`src/rtl/io_uart_tx.sv`:
```
// io_uart_tx -- memory-mapped 8N1 UART transmitter on the CPU IO bus.
//
// CPU stores to BASE_ADDR queue a byte into a small TX FIFO. A shift engine
// drains the FIFO and sends each byte as start bit, eight data bits (LSB
// first) and a stop bit. Back-to-back bytes are sent with no idle gap. A
// status register at BASE_ADDR+1 is read combinationally so software can
// poll for space. A store of any value to the status address clears the
// sticky overflow flag.
//
// Ports
//   clock       in   1      system clock, all state on posedge
//   reset       in   1      synchronous, active-high
//   io_addr     in   WIDTH  IO address from the CPU
//   io_write    in   1      one-cycle write strobe
//   io_wr_data  in   WIDTH  write data, only [7:0] used by the data register
//   io_rd_data  out  WIDTH  status at BASE_ADDR+1, zero for any other address
//   uart_tx     out  1      serial output, idle high, driven from a flop
//
// Status word: [12:8] count, [2] overflow, [1] full, [0] busy.
module io_uart_tx #(
  parameter int              WIDTH        = 16,
  parameter logic [WIDTH-1:0] BASE_ADDR   = 16'hC000,
  parameter int              CLKS_PER_BIT = 217,
  parameter int              FIFO_LOG2    = 4
) (
  input  logic             clock,
  input  logic             reset,
  input  logic [WIDTH-1:0] io_addr,
  input  logic             io_write,
  input  logic [WIDTH-1:0] io_wr_data,
  output logic [WIDTH-1:0] io_rd_data,
  output logic             uart_tx
);

  localparam int DEPTH = 1 << FIFO_LOG2;
  localparam int CNT_W = (CLKS_PER_BIT > 1) ? $clog2(CLKS_PER_BIT) : 1;
  localparam logic [CNT_W-1:0]   CNT_LAST  = CNT_W'(CLKS_PER_BIT - 1);
  localparam logic [FIFO_LOG2:0] CNT_FULL  = {1'b1, {FIFO_LOG2{1'b0}}};
  localparam logic [WIDTH-1:0]   STAT_ADDR = BASE_ADDR + WIDTH'(1);

  typedef enum logic [1:0] {
    S_IDLE  = 2'd0,
    S_START = 2'd1,
    S_DATA  = 2'd2,
    S_STOP  = 2'd3
  } state_t;

  // FIFO storage and control
  logic [7:0]           r_mem [DEPTH];
  logic [FIFO_LOG2-1:0] r_wr_ptr;
  logic [FIFO_LOG2-1:0] r_rd_ptr;
  logic [FIFO_LOG2:0]   r_count;
  logic                 r_ovf;

  // Shift engine
  state_t           r_state;
  state_t           w_state_nxt;
  logic [CNT_W-1:0] r_clk_cnt;
  logic [CNT_W-1:0] w_clk_cnt_nxt;
  logic [2:0]       r_bit_idx;
  logic [2:0]       w_bit_idx_nxt;
  logic [7:0]       r_shift;
  logic [7:0]       w_shift_nxt;
  logic             r_tx;
  logic             w_tx_nxt;

  logic       w_wr_data;
  logic       w_wr_stat;
  logic       w_full;
  logic       w_empty;
  logic       w_pop;
  logic       w_push;
  logic       w_drop;
  logic       w_last;
  logic       w_busy;
  logic [7:0] w_head;
  logic [4:0] w_cnt5;
  logic [15:0] w_stat;

  assign w_wr_data = io_write && (io_addr == BASE_ADDR);
  assign w_wr_stat = io_write && (io_addr == STAT_ADDR);
  assign w_full    = (r_count == CNT_FULL);
  assign w_empty   = (r_count == '0);
  assign w_head    = r_mem[r_rd_ptr];
  assign w_last    = (r_clk_cnt == CNT_LAST);
  assign w_busy    = (r_state != S_IDLE);

  // A full FIFO still accepts a byte when the engine pops in the same
  // cycle, since a slot frees up at that edge.
  assign w_push = w_wr_data && (!w_full || w_pop);
  assign w_drop = w_wr_data && !w_push;

  always_ff @(posedge clock) begin
    if (reset) begin
      r_wr_ptr <= '0;
      r_rd_ptr <= '0;
      r_count  <= '0;
      r_ovf    <= 1'b0;
    end else begin
      if (w_push) r_wr_ptr <= r_wr_ptr + 1'b1;
      if (w_pop)  r_rd_ptr <= r_rd_ptr + 1'b1;
      if (w_push && !w_pop)      r_count <= r_count + 1'b1;
      else if (w_pop && !w_push) r_count <= r_count - 1'b1;
      // Setting overflow takes priority over a clear in the same cycle.
      if (w_drop)         r_ovf <= 1'b1;
      else if (w_wr_stat) r_ovf <= 1'b0;
    end
  end

  always_ff @(posedge clock) begin
    if (w_push) r_mem[r_wr_ptr] <= io_wr_data[7:0];
  end

  always_ff @(posedge clock) begin
    if (reset) begin
      r_state   <= S_IDLE;
      r_clk_cnt <= '0;
      r_bit_idx <= '0;
      r_tx      <= 1'b1;
    end else begin
      r_state   <= w_state_nxt;
      r_clk_cnt <= w_clk_cnt_nxt;
      r_bit_idx <= w_bit_idx_nxt;
      r_tx      <= w_tx_nxt;
    end
  end

  always_ff @(posedge clock) begin
    r_shift <= w_shift_nxt;
  end

  // w_tx_nxt is the line level for the cycle after the edge, so every
  // transition sets the level of the bit it enters.
  always_comb begin
    w_state_nxt   = r_state;
    w_clk_cnt_nxt = r_clk_cnt;
    w_bit_idx_nxt = r_bit_idx;
    w_shift_nxt   = r_shift;
    w_tx_nxt      = r_tx;
    w_pop         = 1'b0;
    case (r_state)
      S_IDLE: begin
        w_tx_nxt = 1'b1;
        if (!w_empty) begin
          w_pop         = 1'b1;
          w_shift_nxt   = w_head;
          w_clk_cnt_nxt = '0;
          w_state_nxt   = S_START;
          w_tx_nxt      = 1'b0;
        end
      end
      S_START: begin
        if (w_last) begin
          w_clk_cnt_nxt = '0;
          w_bit_idx_nxt = '0;
          w_state_nxt   = S_DATA;
          w_tx_nxt      = r_shift[0];
        end else begin
          w_clk_cnt_nxt = r_clk_cnt + 1'b1;
        end
      end
      S_DATA: begin
        if (w_last) begin
          w_clk_cnt_nxt = '0;
          if (r_bit_idx == 3'd7) begin
            w_state_nxt = S_STOP;
            w_tx_nxt    = 1'b1;
          end else begin
            w_shift_nxt   = {1'b0, r_shift[7:1]};
            w_bit_idx_nxt = r_bit_idx + 1'b1;
            w_tx_nxt      = r_shift[1];
          end
        end else begin
          w_clk_cnt_nxt = r_clk_cnt + 1'b1;
        end
      end
      S_STOP: begin
        if (w_last) begin
          w_clk_cnt_nxt = '0;
          if (!w_empty) begin
            // Chain straight into the next start bit, no idle gap.
            w_pop       = 1'b1;
            w_shift_nxt = w_head;
            w_state_nxt = S_START;
            w_tx_nxt    = 1'b0;
          end else begin
            w_state_nxt = S_IDLE;
            w_tx_nxt    = 1'b1;
          end
        end else begin
          w_clk_cnt_nxt = r_clk_cnt + 1'b1;
        end
      end
      default: begin
        w_state_nxt = S_IDLE;
        w_tx_nxt    = 1'b1;
      end
    endcase
  end

  assign w_cnt5     = 5'(r_count);
  assign w_stat     = {3'b000, w_cnt5, 5'b00000, r_ovf, w_full, w_busy};
  assign io_rd_data = (io_addr == STAT_ADDR) ? WIDTH'(w_stat) : '0;
  assign uart_tx    = r_tx;

endmodule

```
`config.mk`:
```
export PLATFORM = sky130hd
export DESIGN_NAME = io_uart_tx
export DESIGN_NICKNAME = d
export VERILOG_FILES = /design/src/rtl/io_uart_tx.sv
export SDC_FILE = /design/constraint.sdc
export NUM_CORES = 1
export LEC_CHECK = 0
export ABC_CLOCK_PERIOD_IN_PS = 6500
export BUFFER_PORTS_ARGS = -buffer_cell sky130_fd_sc_hd__buf_2
export CAP_MARGIN = 20
export CORE_MARGIN = 4
export CORE_UTILIZATION = 39
export CTS_BUF_LIST = sky130_fd_sc_hd__clkbuf_16
export DETAILED_ROUTE_END_ITERATION = 7
export GPL_ROUTABILITY_DRIVEN = 0
export SYNTH_ARGS = -nofsm -noshare
export SYNTH_HDL_FRONTEND = slang
export SYNTH_SLANG_ARGS = --single-unit
```
`constraint.sdc`:
```
create_clock -name clock -period 6.5 [get_ports clock]
set_clock_uncertainty 0.2 [all_clocks]
set_input_delay 0.325 -clock clock [delete_from_list [all_inputs] [get_ports clock]]
set_output_delay 0.325 -clock clock [all_outputs]
set_load 0.01 [all_outputs]
```
==> results of run 1 <==
[through the flow]
stage          power, uW  cells
6_report            2810    768
5_1_grt             2970    768
4_1_cts             2840    767
3_5_place_dp        1920    739
3_3_place_gp        1890    739
2_1_floorplan       1800    495
[layer usage]
layer	vias to the layer above	routed length (um)
li1	1941	-
met1	2057	6150
met2	101	7230
met3	15	673
met4	0	223
met5	-	0
[flip-flops by register name (all words and copies together) (netlist names), named ones only]
signal	cells
r_ovf	1
uart_tx	1
r_state	2
r_clk_cnt	8
r_rd_ptr	4
r_wr_ptr	4
r_bit_idx	3
r_count	5
r_shift	8
r_mem	128
[area by class of cell]
class                   count  area [um2]
clock inverters            11         106
flip-flops and latches    168        4730
multi-input cells         281        2350
repair buffers             42         240
well taps                 234         293
inverters                  15        56.3
fillers                  1668       10400
clock buffers              17         425
[worst paths after layout]
kind / endpoint / slack (ns) / cells after the start
worst max-delay path: r_count[4]$_SDFFE_PP0P_ / 2.87 / 14
worst min-delay path: r_ovf$_SDFFE_PP0P_ / 0.04 / 4
worst max register to register: r_count[4]$_SDFFE_PP0P_ / 2.87 / 14
worst min register to register: r_ovf$_SDFFE_PP0P_ / 0.26 / 2
[critical path, delay by kind of cell, from the launching register on]
kind,cells,cell delay [ns]
and+or+nand+nor,3,0.59
xor gates and xnor gates,1,0.09
adders and majority gates,3,1.02
AOI/OAI and AO/OA,4,0.82
DFF,1,0.37
buffers and inverters,3,0.45
[layout by cell type (no fill, tap or decap), types with 2 or more instances in the layout]
| cell | n |
|---|---|
| and2_1 | 14 |
| a21oi_1 | 20 |
| clkbuf_16 | 17 |
| a41oi_1 | 2 |
| nand2b_1 | 5 |
| nor3_1 | 7 |
| conb_1 | 8 |
| xnor2_1 | 4 |
| mux2i_1 | 7 |
| nor4_1 | 4 |
| a31oi_1 | 10 |
| clkinvlp_4 | 5 |
| mux4_2 | 17 |
| nand3_1 | 11 |
| o21ai_0 | 10 |
| a211oi_2 | 2 |
| or3_1 | 4 |
| a21o_1 | 2 |
| nand4_1 | 4 |
| ha_1 | 18 |
| nand2_1 | 36 |
| a22o_1 | 7 |
| mux4_1 | 14 |
| and3_1 | 3 |
| clkinv_4 | 3 |
| dfxtp_1 | 31 |
| nor2b_1 | 5 |
| nor2_1 | 36 |
| a311oi_1 | 5 |
| buf_4 | 6 |
| edfxtp_1 | 136 |
| buf_2 | 35 |
| inv_1 | 15 |
| a211oi_1 | 7 |
| nand3b_1 | 2 |
[power groups by stage]
stage	Sequential, uW	Clock (uW)	Combinational [uW]
after detailed placement	1330	0	584
final	1310	920	583
after CTS	1310	938	588
after global placement	1330	0	562
after floorplan	1310	0	495
after global routing	1320	994	661
[logic make-up after synthesis]
family / synth area share
buf+inv: 0.0441
flops: 0.641
compound gates: 0.0679
fa+ha+maj: 0.0333
mux: 0.113
other cells: 0.000509
simple gates: 0.0948
xor+xnor: 0.00594
==> impl_metrics.env, run 1 <==
export IMPL_status="finished, final reports clean"
export IMPL_synth_area_mm2=0.00737
export IMPL_slew_headroom=0.389
export IMPL_globalRouteOverflowTotal=0
export IMPL_die_x_um=146
export IMPL_switching_share=0.290
export IMPL_yosysMostFrequentCell="edfxtp_1"
export IMPL_synth_top_cell_by_area="edfxtp_1"
export IMPL_r2r_start="r_state[0]$_SDFFE_PP0P_"
export IMPL_use_met1=0.171
export IMPL_cts_hold_fix_buffers=0
export IMPL_max_stage_delay_ns=0.47
export IMPL_avgSynthCellArea_um2=15.1
export IMPL_diodes=0
export IMPL_hold_ws_ns=0.0432
export IMPL_clkPwrFrac=0.327
export IMPL_fin_setup_tns_ns=0
export IMPL_grt_pass1_wl_um=23000
export IMPL_period_share=0.559
export IMPL_critPathArrivalTime_ns=3.78
export IMPL_critPathLaunch="r_state[0]$_SDFFE_PP0P_"
export IMPL_cts_made_buffers=17
export IMPL_port_buffers=35
export IMPL_num_rows=50
export IMPL_post_cts_buffers=0
export IMPL_ys_top_cells_by_count="edfxtp_1 (136), nand2_1 (36), nor2_1 (36)"
export IMPL_grt_usage=0.139
export IMPL_drc=0
export IMPL_io_pins=52
export IMPL_viasPerCell=5.36
export IMPL_core_mm2=0.0186
export IMPL_cp_required_ns=6.65
export IMPL_timing_hold_violations_final=0
export IMPL_ir_drop_mv=0.184
export IMPL_post_route_min_period_ns=3.63
export IMPL_slew_violations=0
export IMPL_rsz0062_at_grt="no"
export IMPL_synthArstFlopShare=0
export IMPL_post_dp_cell_area_mm2=0.00765
export IMPL_synthTopCellsByArea="edfxtp_1 (55%), dfxtp_1 (8.7%), mux4_2 (5.2%)"
export IMPL_cp_max_fo=8
export IMPL_utilization=0.440
export IMPL_cts_sinks=168
export IMPL_fin_ws_ns=2.87
export IMPL_layout_nets=579
export IMPL_power_density_mw_per_mm2=343
export IMPL_cts_tree="built"
export IMPL_dr_pass1_iters=4
export IMPL_drt_iter0_drc=226
export IMPL_synthFlopType="edfxtp_1"
export IMPL_clk_pin_slew_ns=0.06
export IMPL_grt_max_degree=34
export IMPL_cts_root_buffer="clkbuf_16"
export IMPL_power_frac_seq=0.466
export IMPL_wl_um=14300
export IMPL_die_h_um=146
export IMPL_synthToLayoutAreaGrowth_pct=11.2
export IMPL_ys_seq_elements=168
export IMPL_hpwlAfterDp_um=9070
export IMPL_setup_viol=0
export IMPL_clk_path_buf_depth=2
export IMPL_max_freq_mhz=275
export IMPL_htreeDepth=4
export IMPL_hp_class="input port to register"
export IMPL_ant_nets=0
export IMPL_fin_area_mm2=0.00820
export IMPL_grt_pass1_vias=4275
export IMPL_synth_edf_count=136
export IMPL_maxCapViolations=0
export IMPL_worstMarginPinSlew_ns=0.914
export IMPL_ys_warn_count=0
export IMPL_initial_core_util=0.396
export IMPL_p_int_uw=2000
export IMPL_cts_resized_gates=0
export IMPL_clock_latency_ns=0.42
export IMPL_die_area_mm2=0.0212
export IMPL_wl_per_cell_um=18.6
export IMPL_cp_cell_sequence="inv_1 -> ha_1 -> nand2b_1 -> nand3_1 -> o2111ai_4 -> inv_1 -> ha_1 -> inv_1 -> ha_1 -> a21o_1 -> a21oi_1 -> xnor2_1 -> or3_1 -> a21oi_1"
export IMPL_p_switching_uw=816
export IMPL_vias=4114
export IMPL_syn_inst=488
export IMPL_hp_start="io_addr[0]"
export IMPL_comb_power_share=0.207
export IMPL_gr_usage_met3=0.0361
export IMPL_layout_drive_gt1_share=0.184
export IMPL_start_kind="register"
export IMPL_seq_area_frac_synth=0.641
export IMPL_critPathSlowestCell="ha_1"
export IMPL_worstSetupEndpointType="register"
export IMPL_synth_cell_types=54
export IMPL_synth_top_area_share=0.554
export IMPL_top_usage_layer="met2"
export IMPL_use_met2=0.241
export IMPL_antenna_found_initial=0
export IMPL_criticalPathCategory="register to register"
export IMPL_leakage_uw=0.00274
export IMPL_pre_cts_ws_ns=2.85
No activity file was read; power rests on OpenSTA's default activity.
==> run 2: changes to the inputs <==
--- a/config.mk
+++ b/config.mk
@@ -5,7 +5,7 @@
 export SDC_FILE = /design/constraint.sdc
 export NUM_CORES = 1
 export LEC_CHECK = 0
-export ABC_CLOCK_PERIOD_IN_PS = 6500
+export ABC_CLOCK_PERIOD_IN_PS = 3810
 export BUFFER_PORTS_ARGS = -buffer_cell sky130_fd_sc_hd__buf_2
 export CAP_MARGIN = 20
 export CORE_MARGIN = 4
==> constraint.sdc (replaced) <==
create_clock -name clock -period 3.81 [get_ports clock]
set_clock_uncertainty 0.2 [all_clocks]
set_input_delay 0.1905 -clock clock [delete_from_list [all_inputs] [get_ports clock]]
set_output_delay 0.1905 -clock clock [all_outputs]
set_load 0.01 [all_outputs]
==> run 2 against run 1 <==
Against the previous run: non-clock buffer count rose by 25; final area rose by 2.4%; largest cell class unchanged; register-to-register slack got worse by 2.6 ns; combinational power rose by 70%; clock power rose by 68%; sequential power rose by 70%; global-route usage barely moved; power rose by 70%; worst setup slack got worse by 2.6 ns; critical path depth did not move; first-iteration DRC count fell by 8.8%.
==> impl_metrics.env, run 2 (synthesized netlist as in run 1, its figures left out) <==
export IMPL_wl_um=14200
export IMPL_slew_headroom=0.429
export IMPL_power_uw=4770
export IMPL_final_common_cell="edfxtp_1"
export IMPL_hpwlAfterDp_um=9250
export IMPL_antenna_found_initial=0
export IMPL_power_density_mw_per_mm2=568
export IMPL_timing_hold_violations_final=0
export IMPL_core_mm2=0.0186
export IMPL_synthToLayoutAreaGrowth_pct=13.9
export IMPL_wl_per_cell_um=17.8
export IMPL_final_cell_mix="edfxtp_1 (136), nor2_1 (36), nand2_1 (36), buf_2 (35), dfxtp_1 (31)"
export IMPL_layout_nets=604
export IMPL_viasPerCell=5.23
export IMPL_cp_required_ns=3.96
export IMPL_largest_register="r_mem"
export IMPL_start_kind="register"
export IMPL_critPathArrivalTime_ns=3.68
export IMPL_comb_power_share=0.208
export IMPL_timing_reg2reg_setup_slack_ns=0.28
export IMPL_max_freq_mhz=283
export IMPL_clock_latency_ns=0.42
export IMPL_whs_endpoint="r_count[0]$_SDFFE_PP0P_"
export IMPL_ir_drop_mv=0.333
export IMPL_cts_sinks=168
export IMPL_drc=0
export IMPL_cts_root_buffer="clkbuf_16"
export IMPL_hold_ws_ns=0.0459
export IMPL_clk_pin_slew_ns=0.06
export IMPL_clkPwrFrac=0.325
export IMPL_worstMarginPinSlew_ns=0.855
export IMPL_setup_viol=0
export IMPL_die_area_mm2=0.0212
export IMPL_status="finished, final reports clean"
export IMPL_p_int_uw=3370
export IMPL_num_rows=50
export IMPL_diodes=0
export IMPL_layout_drive_gt1_share=0.205
export IMPL_hp_class="input port to register"
export IMPL_grt_max_degree=31
export IMPL_hp_start="reset"
export IMPL_p_switching_uw=1400
export IMPL_dr_pass1_iters=4
export IMPL_ant_nets=0
export IMPL_switching_share=0.294
export IMPL_fin_setup_tns_ns=0
export IMPL_globalRouteOverflowTotal=0
export IMPL_criticalPathCategory="register to register"
export IMPL_port_buffers=35
export IMPL_largest_register_ffs=128
export IMPL_clk_path_buf_depth=2
export IMPL_slew_violations=0
export IMPL_io_pins=52
export IMPL_worstSetupEndpointType="register"
export IMPL_leakage_uw=0.00287
export IMPL_die_x_um=146
export IMPL_initial_core_util=0.396
export IMPL_cp_max_fo=8
export IMPL_power_frac_seq=0.467
export IMPL_grt_usage=0.140
export IMPL_reg2reg_to="r_count[4]$_SDFFE_PP0P_"
export IMPL_maxCapViolations=0
export IMPL_cts_made_buffers=17
export IMPL_fill_cells=1653
export IMPL_period_share=0.927
export IMPL_r2r_start="r_state[1]$_SDFFE_PP0P_"
export IMPL_die_h_um=146
export IMPL_hold_depth=2
export IMPL_cts_tree="built"
export IMPL_largestRegisters="r_mem (128), r_clk_cnt (8), r_shift (8)"
export IMPL_grt_pass1_vias=4315
export IMPL_htreeDepth=4
export IMPL_vias=4167
export IMPL_drt_iter0_drc=206
export IMPL_reg2reg_depth=14
export IMPL_post_route_min_period_ns=3.53
export IMPL_utilization=0.450
export IMPL_rsz0062_at_grt="no"
export IMPL_grt_pass1_wl_um=23000
==> run 2: cell count changes in the layout (fill, tap and decap cells not counted), sizes merged <==
cell         previous run  this run
buf                    42        56
dlygate4sd3             0        11
inv                    16        22
clkinvlp                5         3
bufinv                  1         0
==> run 2: per-layer routing <==
layer / GRT usage / share of wire / vias to the layer above / wire (um)
met5: 0 / 0 / - / 0
met4: 0.0442 / 0.0092 / 0 / 131
met3: 0.0377 / 0.048 / 8 / 685
met2: 0.238 / 0.50 / 86 / 7140
met1: 0.175 / 0.44 / 2080 / 6220
li1: - / - / 1993 / -
==> run 2: area by class of cell <==
type / instances / area, um2 / share of cell area
Clock inverter: 14 / 101 / 0.0121
Multi-Input combinational cell: 281 / 2350 / 0.280
Clock buffer: 17 / 425 / 0.0507
Tap cell: 234 / 293 / 0.0349
Timing Repair Buffer: 67 / 443 / 0.0527
Inverter: 15 / 56.3 / 0.00670
Sequential cell: 168 / 4730 / 0.563
==> run 2: timing repair <==
item,CTS,global route
setup buffers,0,0
endpoints found under the setup margin,0,1
resized for setup,0,1
endpoints found under the hold margin,129,0
hold buffers,11,0
==> run 2: stage by stage <==
step | area (um2) | setup WS, ns | instances
2_1_floorplan | 7400 | 0.566 | 495
3_3_place_gp | 7760 | 0.332 | 754
3_5_place_dp | 7760 | 0.245 | 754
4_1_cts | 8400 | 0.230 | 796
5_1_grt | 8400 | 0.00441 | 796
6_report | 8400 | 0.277 | 796
==> run 2: how the worst max path moves through the flow <==
stage / start / to / slack (ns) / cells after the start
after CTS: r_state[1]$_SDFFE_PP0P_ / r_count[4]$_SDFFE_PP0P_ / 0.23 / 14
after floorplan: r_state[0]$_SDFFE_PP0P_ / r_count[4]$_SDFFE_PP0P_ / 0.57 / 13
after detailed placement: r_state[1]$_SDFFE_PP0P_ / r_count[4]$_SDFFE_PP0P_ / 0.25 / 14
final: r_state[1]$_SDFFE_PP0P_ / r_count[4]$_SDFFE_PP0P_ / 0.28 / 14
after global routing: r_state[1]$_SDFFE_PP0P_ / r_count[4]$_SDFFE_PP0P_ / 0.004 / 14
after global placement: r_state[1]$_SDFFE_PP0P_ / r_count[4]$_SDFFE_PP0P_ / 0.33 / 14
==> run 2: worst max-delay path, cell delays in order (launching register included) <==
cell	delay (ns)
dfxtp_1	0.40
inv_1	0.11
ha_2	0.43
nand2b_1	0.14
nand3_1	0.13
o2111ai_4	0.30
inv_1	0.18
ha_1	0.26
inv_1	0.14
ha_1	0.29
a21o_1	0.19
a21oi_1	0.17
xnor2_1	0.09
or3_1	0.31
a21oi_1	0.14
==> run 2: power by group through the flow <==
stage / clock network, uW / logic [uW] / registers (uW)
2_1_floorplan: 0 / 845 / 2230
3_3_place_gp: 0 / 966 / 2270
3_5_place_dp: 0 / 990 / 2270
4_1_cts: 1590 / 1000 / 2230
5_1_grt: 1670 / 1130 / 2250
6_report: 1550 / 993 / 2230
